## src/rtl/branch_resolve_unit.sv

```systemverilog
// Branch resolution: shadows fetch predictions to MEM, detects
// mispredicts, redirects/flushes fetch, trains the BTB, counts events.
//
// Ports:
//   clk, rst            clock, synchronous active-high reset
//   stall               freezes shadow stages and resolution
//   if_*                fetch slot: valid, pc, predicted taken/target
//   mem_*               MEM-stage resolved branch info
//   btb_*               predictor training port (one-cycle btb_is_branch)
//   redirect_valid/pc   fetch correction, one-cycle pulse
//   flush               kill younger in-flight instructions
//   branch_count        resolved conditional branches
//   mispredict_count    detected mispredicts
module branch_resolve_unit (
  input  logic        clk,
  input  logic        rst,
  input  logic        stall,
  input  logic        if_valid,
  input  logic [31:0] if_pc,
  input  logic        if_pred_taken,
  input  logic [31:0] if_pred_target,
  input  logic        mem_is_branch,
  input  logic        mem_actual_taken,
  input  logic [31:0] mem_actual_target,
  output logic [31:0] btb_pc_update,
  output logic [31:0] btb_actual_target,
  output logic        btb_actual_taken,
  output logic        btb_is_branch,
  output logic        redirect_valid,
  output logic [31:0] redirect_pc,
  output logic        flush,
  output logic [31:0] branch_count,
  output logic [31:0] mispredict_count
);

  logic        s1_v_q, s1_v_d;
  logic [31:0] s1_pc_q, s1_pc_d;
  logic        s1_pt_q, s1_pt_d;
  logic [31:0] s1_tg_q, s1_tg_d;
  logic        s2_v_q, s2_v_d;
  logic [31:0] s2_pc_q, s2_pc_d;
  logic        s2_pt_q, s2_pt_d;
  logic [31:0] s2_tg_q, s2_tg_d;
  logic        s3_v_q, s3_v_d;
  logic [31:0] s3_pc_q, s3_pc_d;
  logic        s3_pt_q, s3_pt_d;
  logic [31:0] s3_tg_q, s3_tg_d;

  logic        rv_q, rv_d;
  logic        fl_q, fl_d;
  logic [31:0] rpc_q, rpc_d;
  logic        bi_q, bi_d;
  logic        btk_q, btk_d;
  logic [31:0] bpc_q, bpc_d;
  logic [31:0] btg_q, btg_d;
  logic [31:0] bc_q, bc_d;
  logic [31:0] mc_q, mc_d;

  logic        actual;
  logic        resolve;
  logic        tgt_miss;
  logic        mispred;
  logic        upd;
  logic [31:0] corr_pc;

  always_comb begin
    actual   = mem_is_branch & mem_actual_taken;
    resolve  = s3_v_q & ~stall;
    tgt_miss = s3_pt_q & actual &
               (s3_tg_q != mem_actual_target);
    mispred  = resolve &
               ((s3_pt_q != actual) | tgt_miss);
    upd      = resolve & mem_is_branch;
    corr_pc  = actual ? mem_actual_target
                      : s3_pc_q + 32'd4;

    s1_v_d  = s1_v_q;
    s1_pc_d = s1_pc_q;
    s1_pt_d = s1_pt_q;
    s1_tg_d = s1_tg_q;
    s2_v_d  = s2_v_q;
    s2_pc_d = s2_pc_q;
    s2_pt_d = s2_pt_q;
    s2_tg_d = s2_tg_q;
    s3_v_d  = s3_v_q;
    s3_pc_d = s3_pc_q;
    s3_pt_d = s3_pt_q;
    s3_tg_d = s3_tg_q;

    if (!stall) begin
      // fetch during the flush cycle is still wrong-path
      s1_v_d  = if_valid & ~mispred & ~fl_q;
      s1_pc_d = if_pc;
      s1_pt_d = if_pred_taken;
      s1_tg_d = if_pred_target;
      s2_v_d  = s1_v_q & ~mispred;
      s2_pc_d = s1_pc_q;
      s2_pt_d = s1_pt_q;
      s2_tg_d = s1_tg_q;
      // S2 holds a younger instruction, killed too
      s3_v_d  = s2_v_q & ~mispred;
      s3_pc_d = s2_pc_q;
      s3_pt_d = s2_pt_q;
      s3_tg_d = s2_tg_q;
    end

    rv_d  = mispred;
    fl_d  = mispred;
    rpc_d = mispred ? corr_pc : rpc_q;

    bi_d  = upd;
    bpc_d = upd ? s3_pc_q : bpc_q;
    btg_d = upd ? mem_actual_target : btg_q;
    btk_d = upd ? mem_actual_taken : btk_q;

    bc_d = bc_q + {31'd0, upd};
    mc_d = mc_q + {31'd0, mispred};
  end

  always_ff @(posedge clk) begin
    if (rst) begin
      s1_v_q  <= 1'b0;
      s1_pc_q <= '0;
      s1_pt_q <= 1'b0;
      s1_tg_q <= '0;
      s2_v_q  <= 1'b0;
      s2_pc_q <= '0;
      s2_pt_q <= 1'b0;
      s2_tg_q <= '0;
      s3_v_q  <= 1'b0;
      s3_pc_q <= '0;
      s3_pt_q <= 1'b0;
      s3_tg_q <= '0;
      rv_q    <= 1'b0;
      fl_q    <= 1'b0;
      rpc_q   <= '0;
      bi_q    <= 1'b0;
      btk_q   <= 1'b0;
      bpc_q   <= '0;
      btg_q   <= '0;
      bc_q    <= '0;
      mc_q    <= '0;
    end else begin
      s1_v_q  <= s1_v_d;
      s1_pc_q <= s1_pc_d;
      s1_pt_q <= s1_pt_d;
      s1_tg_q <= s1_tg_d;
      s2_v_q  <= s2_v_d;
      s2_pc_q <= s2_pc_d;
      s2_pt_q <= s2_pt_d;
      s2_tg_q <= s2_tg_d;
      s3_v_q  <= s3_v_d;
      s3_pc_q <= s3_pc_d;
      s3_pt_q <= s3_pt_d;
      s3_tg_q <= s3_tg_d;
      rv_q    <= rv_d;
      fl_q    <= fl_d;
      rpc_q   <= rpc_d;
      bi_q    <= bi_d;
      btk_q   <= btk_d;
      bpc_q   <= bpc_d;
      btg_q   <= btg_d;
      bc_q    <= bc_d;
      mc_q    <= mc_d;
    end
  end

  assign btb_pc_update     = bpc_q;
  assign btb_actual_target = btg_q;
  assign btb_actual_taken  = btk_q;
  assign btb_is_branch     = bi_q;
  assign redirect_valid    = rv_q;
  assign redirect_pc       = rpc_q;
  assign flush             = fl_q;
  assign branch_count      = bc_q;
  assign mispredict_count  = mc_q;

endmodule

```

## config.mk

```make
export PLATFORM = sky130hd
export DESIGN_NAME = branch_resolve_unit
export DESIGN_NICKNAME = d
export VERILOG_FILES = /design/src/rtl/branch_resolve_unit.sv
export SDC_FILE = /design/constraint.sdc
export NUM_CORES = 1
export LEC_CHECK = 0
export CORE_ASPECT_RATIO = 0.7
export CORE_MARGIN = 1
export CORE_UTILIZATION = 42
export CTS_CLUSTER_DIAMETER = 30
export DETAILED_ROUTE_END_ITERATION = 8
export PLACE_DENSITY = 0.76
export SYNTH_ARGS = -nofsm -noshare
export SYNTH_HDL_FRONTEND = slang
export SYNTH_SLANG_ARGS = --single-unit
```

## constraint.sdc

```tcl
create_clock -name clk -period 4.03 [get_ports clk]
set_clock_uncertainty 0.2 [all_clocks]
set_input_delay 0.6045 -clock clk [delete_from_list [all_inputs] [get_ports clk]]
set_output_delay 0.6045 -clock clk [all_outputs]
set_load 0.1 [all_outputs]
```

==> results of run 1 <==
==> worst max-delay path, cell delays in order <==
cell,delay [ps]
clkdlybuf4s50_1,570
xor2_1,230
nor4_1,70
buf_4,140
nand4_1,130
o311a_1,190
nor2_1,110
inv_2,100
ha_1,180
ha_1,180
nand4_1,180
nor4_2,480
nand3_1,280
or3_1,410
a21oi_1,150
==> power by group <==
| group | switching [mW] | internal, mW | total [mW] |
|---|---|---|---|
| combinational | 0.260 | 0.242 | 0.502 |
| clock | 2.00 | 3.21 | 5.21 |
| sequential | 0.0488 | 3.65 | 3.70 |
==> state kept, by name, summed over array words and instances, names as in the netlist <==
signal	cells
s3_pt_q	1
s2_pc_q	32
s3_tg_q	32
mispredict_count	32
btb_is_branch	1
btb_pc_update	32
s2_pt_q	1
s1_v_q	1
branch_count	32
btb_actual_target	32
s1_pc_q	32
redirect_pc	32
s2_tg_q	32
s1_pt_q	1
s3_v_q	1
s1_tg_q	32
flush	1
s3_pc_q	32
btb_actual_taken	1
s2_v_q	1
==> Yosys cell counts (5+ instances only) <==
cell type / number
dfxtp_1: 361
nor2_1: 295
mux2i_1: 209
nand2_1: 166
a21oi_1: 82
xor2_1: 82
clkbuf_1: 67
o21ai_0: 52
nand3_1: 35
nand2b_1: 25
nand4_1: 25
xnor2_1: 23
buf_1: 18
a211oi_1: 16
and3_1: 16
nor4_1: 15
or3_1: 15
nor3_1: 12
inv_1: 7
nor2b_1: 7
ha_1: 6
and4_1: 5
buf_2: 5
==> kinds of logic (layout without fill, tap and decap cells) <==
| kind of cell | count (synthesis) | in the layout |
|---|---|---|
| xor+xnor | 105 | 105 |
| fa+ha+maj | 6 | 6 |
| mux | 209 | 209 |
| compound gates | 165 | 165 |
| flops | 361 | 361 |
| simple gates | 631 | 631 |
| buf+inv | 105 | 445 |
==> per-layer routing <==
layer | track usage | share of wire | wire length, µm | vias up
met5 | 0 | 0.00062 | 26 | -
met4 | 0.0698 | 0.023 | 947 | 4
met2 | 0.365 | 0.45 | 19000 | 418
met1 | 0.305 | 0.43 | 18200 | 5805
met3 | 0.0726 | 0.091 | 3840 | 69
li1 | - | - | - | 5948
==> metrics by stage <==
stage          hold slack (ps)  setup TNS, ps  cell area (µm²)
3_3_place_gp               241          -1690            17700
2_1_floorplan              244              0            14400
4_1_cts                    254              0            19800
3_5_place_dp               245          -3150            17700
5_1_grt                    269              0            19800
6_report                   250              0            19800
==> worst min-delay path by stage <==
stage / startpoint / endpoint / slack [ps]
after floorplan: s3_pc_q[0] / btb_pc_update[0] / 240
after global placement: btb_actual_target[19] / btb_actual_target[19] / 240
after detailed placement: btb_actual_target[19] / btb_actual_target[19] / 250
after CTS: btb_pc_update[29] / btb_pc_update[29] / 250
after global routing: btb_pc_update[29] / btb_pc_update[29] / 270
final: btb_actual_target[19] / btb_actual_target[19] / 250
==> layout make-up <==
cell class / count / area (µm²)
Fill cell: 2868 / 13800
Sequential cell: 361 / 7230
Multi-Input combinational cell: 1116 / 6780
Timing Repair Buffer: 322 / 3130
Clock buffer: 63 / 1540
Clock inverter: 52 / 557
Tap cell: 435 / 544
Inverter: 8 / 30.0
==> flow_metrics.py, run 1 <==
metrics = {
    "run_status": {
        "outcome": "complete, no violations",
    },
    "yosys": {
        "dominant_cell_type_by_area_after_synthesis": "dfxtp_1",
        "yosys_most_used_dff": "dfxtp_1",
        "multiplexer_share_of_the_synthesized_area": 0.145,
        "yosys.cell_types.count": 47,
        "combinational_family_with_the_most_area_after_synthesis": "simple AND/OR/NAND/NOR gates",
        "synth.avg_cell_area_um2": 9.12,
        "synth-xor-area-share": 0.0637,
        "synth_compound_area_frac": 0.0621,
        "yosysSeqAreaShare": 0.501,
        "synth-edff-count": 0,
        "yosys.area_share.adder": 0.00520,
        "synth.area.top_cells": "dfxtp_1 (50%), mux2i_1 (14%), nor2_1 (7.7%), xor2_1 (5.0%), nand2_1 (4.3%)",
        "synth.ff_latch_count": 361,
        "synth.top_cell.area_share": 0.501,
        "synth-warning-count": 0,
        "synthSimpleGateAreaFrac": 0.193,
        "synthesis.instances": 1582,
        "synthArstFlopShare": 0,
        "synth_fp_nets": 1691,
        "synth.cell_area_um2": 14400,
    },
    "run": {
        "cap_violations": 0,
    },
    "placement": {
        "hpwl_um": 29300,
        "gp_routability_congestion": 0.904,
        "dpl.cell_count": 2242,
        "dp_worst_setup_slack_ps": -491,
        "portBuffers": 266,
    },
    "sta": {
        "fmaxAchievable_ghz": 0.269,
        "finalSetupViolations": 0,
        "fin_crit_sh": 0.924,
        "hold_viol_final": 0,
        "timing.slew.headroom": 0.209,
        "final-max-slew-violation-count": 0,
        "worst-slew-pin-transition_ps": 1190,
        "period_minus_slack_ps": 3720,
        "worst_slack_ps": 306,
        "unrepaired_setup_endpoints_after_global_routing": "no",
    },
    "finish": {
        "fraction_of_the_core_area_covered_by_cells_at_the_end_of_the_flow": 0.589,
        "area_growth_pct": 37.3,
        "layout_common_cells": "dfxtp_1 (361), nor2_1 (295), clkdlybuf4s50_1 (264), mux2i_1 (209), nand2_1 (164)",
        "post_layout_nonfiller_instances": 2357,
        "final_common_cell": "dfxtp_1",
        "layout_cells_sized_above_1": 0.0963,
        "final_nets": 1979,
        "diodes": 0,
    },
    "clocking": {
        "cts.path.max_buffers": 3,
        "clock-sinks": 361,
        "ctsHoldBuffers": 0,
        "tritoncts": "yes",
        "number_of_buffers_created_by_cts": 61,
        "cts.reportedPaths.clkPinSlew_ps": 50,
        "htreeDepth": 2,
        "cts_root_buffer": "clkbuf_16",
        "clkLatencyLatePin_ps": 580,
        "cts_setup_buffers": 0,
        "post_cts_sizing_count": 0,
    },
    "die": {
        "top_level_ports": 267,
        "placement_rows": 56,
        "die_h_um": 157,
        "area_of_the_core_um2": 33600,
        "die_area_um2": 35100,
        "initial_utilization": 0.429,
        "fp.dieW_um": 224,
    },
    "setup_path": {
        "critical_path.endpoint_type": "flip-flop",
        "highest_net_fanout_along_the_worst_path": 7,
        "critical_path.endpoint": "mispredict_count[28]",
        "worst_setup_path_start_kind": "input port",
        "cp_data_required_time_ps": 4330,
        "arrival_ps": 4030,
        "start_point_of_the_critical_path": "mem_actual_target[8]",
        "reg2reg_setup_slack_ps": 500,
        "critical_path.reg2reg.startpoint": "s3_tg_q[1]",
        "reg2reg_depth": 13,
        "worstReg2RegEnd": "mispredict_count[28]",
        "timing_worst_setup_path_type": "input port to flip-flop",
    },
    "grt": {
        "grt_start_max_net_pins": 189,
        "grt_use_total": 0.232,
        "grt_pass1_wl_um": 63600,
        "grt_pass1_vias": 11400,
        "antenna_found_initial": 2,
        "grt.overflow.total": 0,
    },
    "min_path": {
        "min_delay_path_depth": 2,
        "worstHoldPathType": "flip-flop to flip-flop",
    },
    "detailed_routing": {
        "drt_drc_violations_left": 0,
        "firstDrtPassIters": 6,
        "totalWireLength_um": 42100,
        "avgRoutedWirePerCell_um": 17.8,
        "avgViaCountPerCell": 5.19,
        "antenna_left": 0,
        "detail_route.iter0.violations": 915,
        "detailroute.via_count": 12200,
    },
    "pwr": {
        "ir_drop_v": 0.000284,
        "totalPowerFinal_mw": 9.41,
        "power.density_nw_per_um2": 475,
        "leakage_nw": 7.88,
    },
}
Note: power is estimated with default switching activity, not from simulation.
==> run 2: changes to the inputs <==
--- a/config.mk
+++ b/config.mk
@@ -7,10 +7,10 @@
 export LEC_CHECK = 0
 export CORE_ASPECT_RATIO = 0.7
 export CORE_MARGIN = 1
-export CORE_UTILIZATION = 42
+export CORE_UTILIZATION = 48
 export CTS_CLUSTER_DIAMETER = 30
 export DETAILED_ROUTE_END_ITERATION = 8
-export PLACE_DENSITY = 0.76
+export PLACE_DENSITY = 0.84
 export SYNTH_ARGS = -nofsm -noshare
 export SYNTH_HDL_FRONTEND = slang
 export SYNTH_SLANG_ARGS = --single-unit
==> constraint.sdc (replaced) <==
create_clock -name clk -period 4.5 [get_ports clk]
set_clock_uncertainty 0.2 [all_clocks]
set_input_delay 0.675 -clock clk [delete_from_list [all_inputs] [get_ports clk]]
set_output_delay 0.675 -clock clk [all_outputs]
set_load 0.1 [all_outputs]
==> run 2 against run 1 <==
Against the previous run:
- count of clock-buffer cells in the layout fell by 1
- sequential cell count stayed put
- clock power is 14% lower
- sequential share of layout area is 0.64 points higher
- core utilization up 7.7 points
- final cell count fell by 3.5%
- critical path depth fell by 1
- combinational power is 12% lower
- register-to-register slack improved by 390 ps
- routed wire length down 1.0%
- critical endpoint unchanged
==> flow_metrics.py, run 2 (same netlist as run 1, synthesis figures left out) <==
metrics = {
    "clocking": {
        "clkLatencyLatePin_ps": 580,
        "tritoncts": "yes",
        "number_of_buffers_created_by_cts": 56,
        "cts.reportedPaths.clkPinSlew_ps": 50,
        "clock-sinks": 361,
        "cts_root_buffer": "clkbuf_16",
        "cts.path.max_buffers": 3,
        "htreeDepth": 2,
    },
    "detailed_routing": {
        "antenna_left": 0,
        "detail_route.iter0.violations": 843,
        "detailroute.via_count": 12300,
        "drt_drc_violations_left": 0,
        "totalWireLength_um": 41600,
        "avgViaCountPerCell": 5.39,
        "firstDrtPassIters": 5,
        "avgRoutedWirePerCell_um": 18.3,
    },
    "die": {
        "area_of_the_core_um2": 29200,
        "die_h_um": 147,
        "placement_rows": 52,
        "fp.dieW_um": 209,
        "top_level_ports": 267,
        "die_area_um2": 30800,
        "initial_utilization": 0.494,
    },
    "setup_path": {
        "highest_net_fanout_along_the_worst_path": 7,
        "cp_data_required_time_ps": 4810,
        "arrival_ps": 4280,
        "critical_path.endpoint_type": "flip-flop",
        "worst_setup_path_start_kind": "input port",
        "timing_worst_setup_path_type": "input port to flip-flop",
    },
    "sta": {
        "worst-slew-pin-transition_ps": 1130,
        "final-max-slew-violation-count": 0,
        "fmaxAchievable_ghz": 0.251,
        "timing.slew.headroom": 0.246,
        "fin_crit_sh": 0.884,
        "period_minus_slack_ps": 3980,
        "worst_slack_ps": 521,
        "unrepaired_setup_endpoints_after_global_routing": "no",
        "finalSetupViolations": 0,
        "hold_viol_final": 0,
    },
    "grt": {
        "grt_use_total": 0.266,
        "antenna_found_initial": 3,
        "grt_pass1_vias": 11800,
        "grt.overflow.total": 0,
        "grt_start_max_net_pins": 183,
        "grt_pass1_wl_um": 64400,
    },
    "placement": {
        "gp_routability_congestion": 0.873,
        "hpwl_um": 28700,
        "dp_worst_setup_slack_ps": -162,
        "portBuffers": 266,
    },
    "pwr": {
        "leakage_nw": 7.72,
        "power.density_nw_per_um2": 422,
        "ir_drop_v": 0.000343,
    },
    "min_path": {
        "worstHoldPathType": "flip-flop to flip-flop",
    },
    "finish": {
        "final_nets": 1956,
        "multiInputGateArea_um2": 6780,
        "layout_common_cells": "dfxtp_1 (361), nor2_1 (295), clkdlybuf4s50_1 (264), mux2i_1 (209), nand2_1 (164)",
        "ff_latch_area_um2": 7230,
        "fillers": 2278,
        "area_growth_pct": 34.9,
        "fraction_of_the_core_area_covered_by_cells_at_the_end_of_the_flow": 0.666,
        "final_common_cell": "dfxtp_1",
        "layout_cells_sized_above_1": 0.0824,
    },
    "run_status": {
        "outcome": "complete, no violations",
    },
    "run": {
        "cap_violations": 0,
    },
}
run 2: what timing repair did:
item / 4_1_cts / 5_1_grt
endpoints found under the setup margin: 0 / 3
setup buffers: 0 / 0
resized for setup: 0 / 1
hold buffers: 0 / 0
run 2: path summary, 6_finish.rpt:
path              slack (ps)                     to                   from  cells after the start
hold / removal           250  btb_actual_target[14]  btb_actual_target[14]                      2
setup / recovery         520   mispredict_count[28]   mem_actual_target[6]                     14
hold reg to reg          250  btb_actual_target[14]  btb_actual_target[14]                      2
setup reg to reg         890   mispredict_count[28]             s3_tg_q[6]                     13
run 2: where the power goes:
group | leakage [nW] | internal (mW) | switching [mW]
Combinational | 3.83 | 0.209 | 0.231
Clock | 0.960 | 2.83 | 1.64
Sequential | 2.93 | 3.27 | 0.0444
Total | 7.72 | 6.31 | 1.91
run 2: stage by stage:
stage,instances,total power [mW],instance area (µm²),hold WS [ps],TNS (ps)
after global placement,2167,3.80,17500,241,0
after global routing,2274,8.48,19500,269,0
after floorplan,1582,3.61,14400,244,0
after CTS,2272,8.27,19500,255,0
final,2274,8.22,19500,252,0
after detailed placement,2167,3.81,17500,248,-549
run 2: critical path, stage by stage:
cell	delay, ps
clkdlybuf4s50_1	570
xor2_1	350
nor4_1	100
nand4_1	230
o311a_1	220
nor2_1	100
inv_2	80
ha_1	190
ha_1	240
nand4_1	210
nor4_2	500
nand3_1	280
or3_1	410
a21oi_1	140
run 2: layer usage:
metal | part of all wire | vias up | GRT usage | routed length (µm)
li1 | - | 5888 | - | -
met1 | 0.44 | 5864 | 0.359 | 18400
met2 | 0.46 | 446 | 0.419 | 19100
met3 | 0.082 | 56 | 0.0665 | 3400
met4 | 0.018 | 0 | 0.0798 | 764
met5 | 0 | - | 0 | 0
run 2: layout make-up:
type	count	area share
Clock buffer	62	0.0764
Sequential cell	361	0.371
Tap cell	378	0.0243
Inverter	8	0.00154
Timing Repair Buffer	304	0.153
Antenna cell	2	0.000257
Multi-Input combinational cell	1116	0.348
Clock inverter	43	0.0255
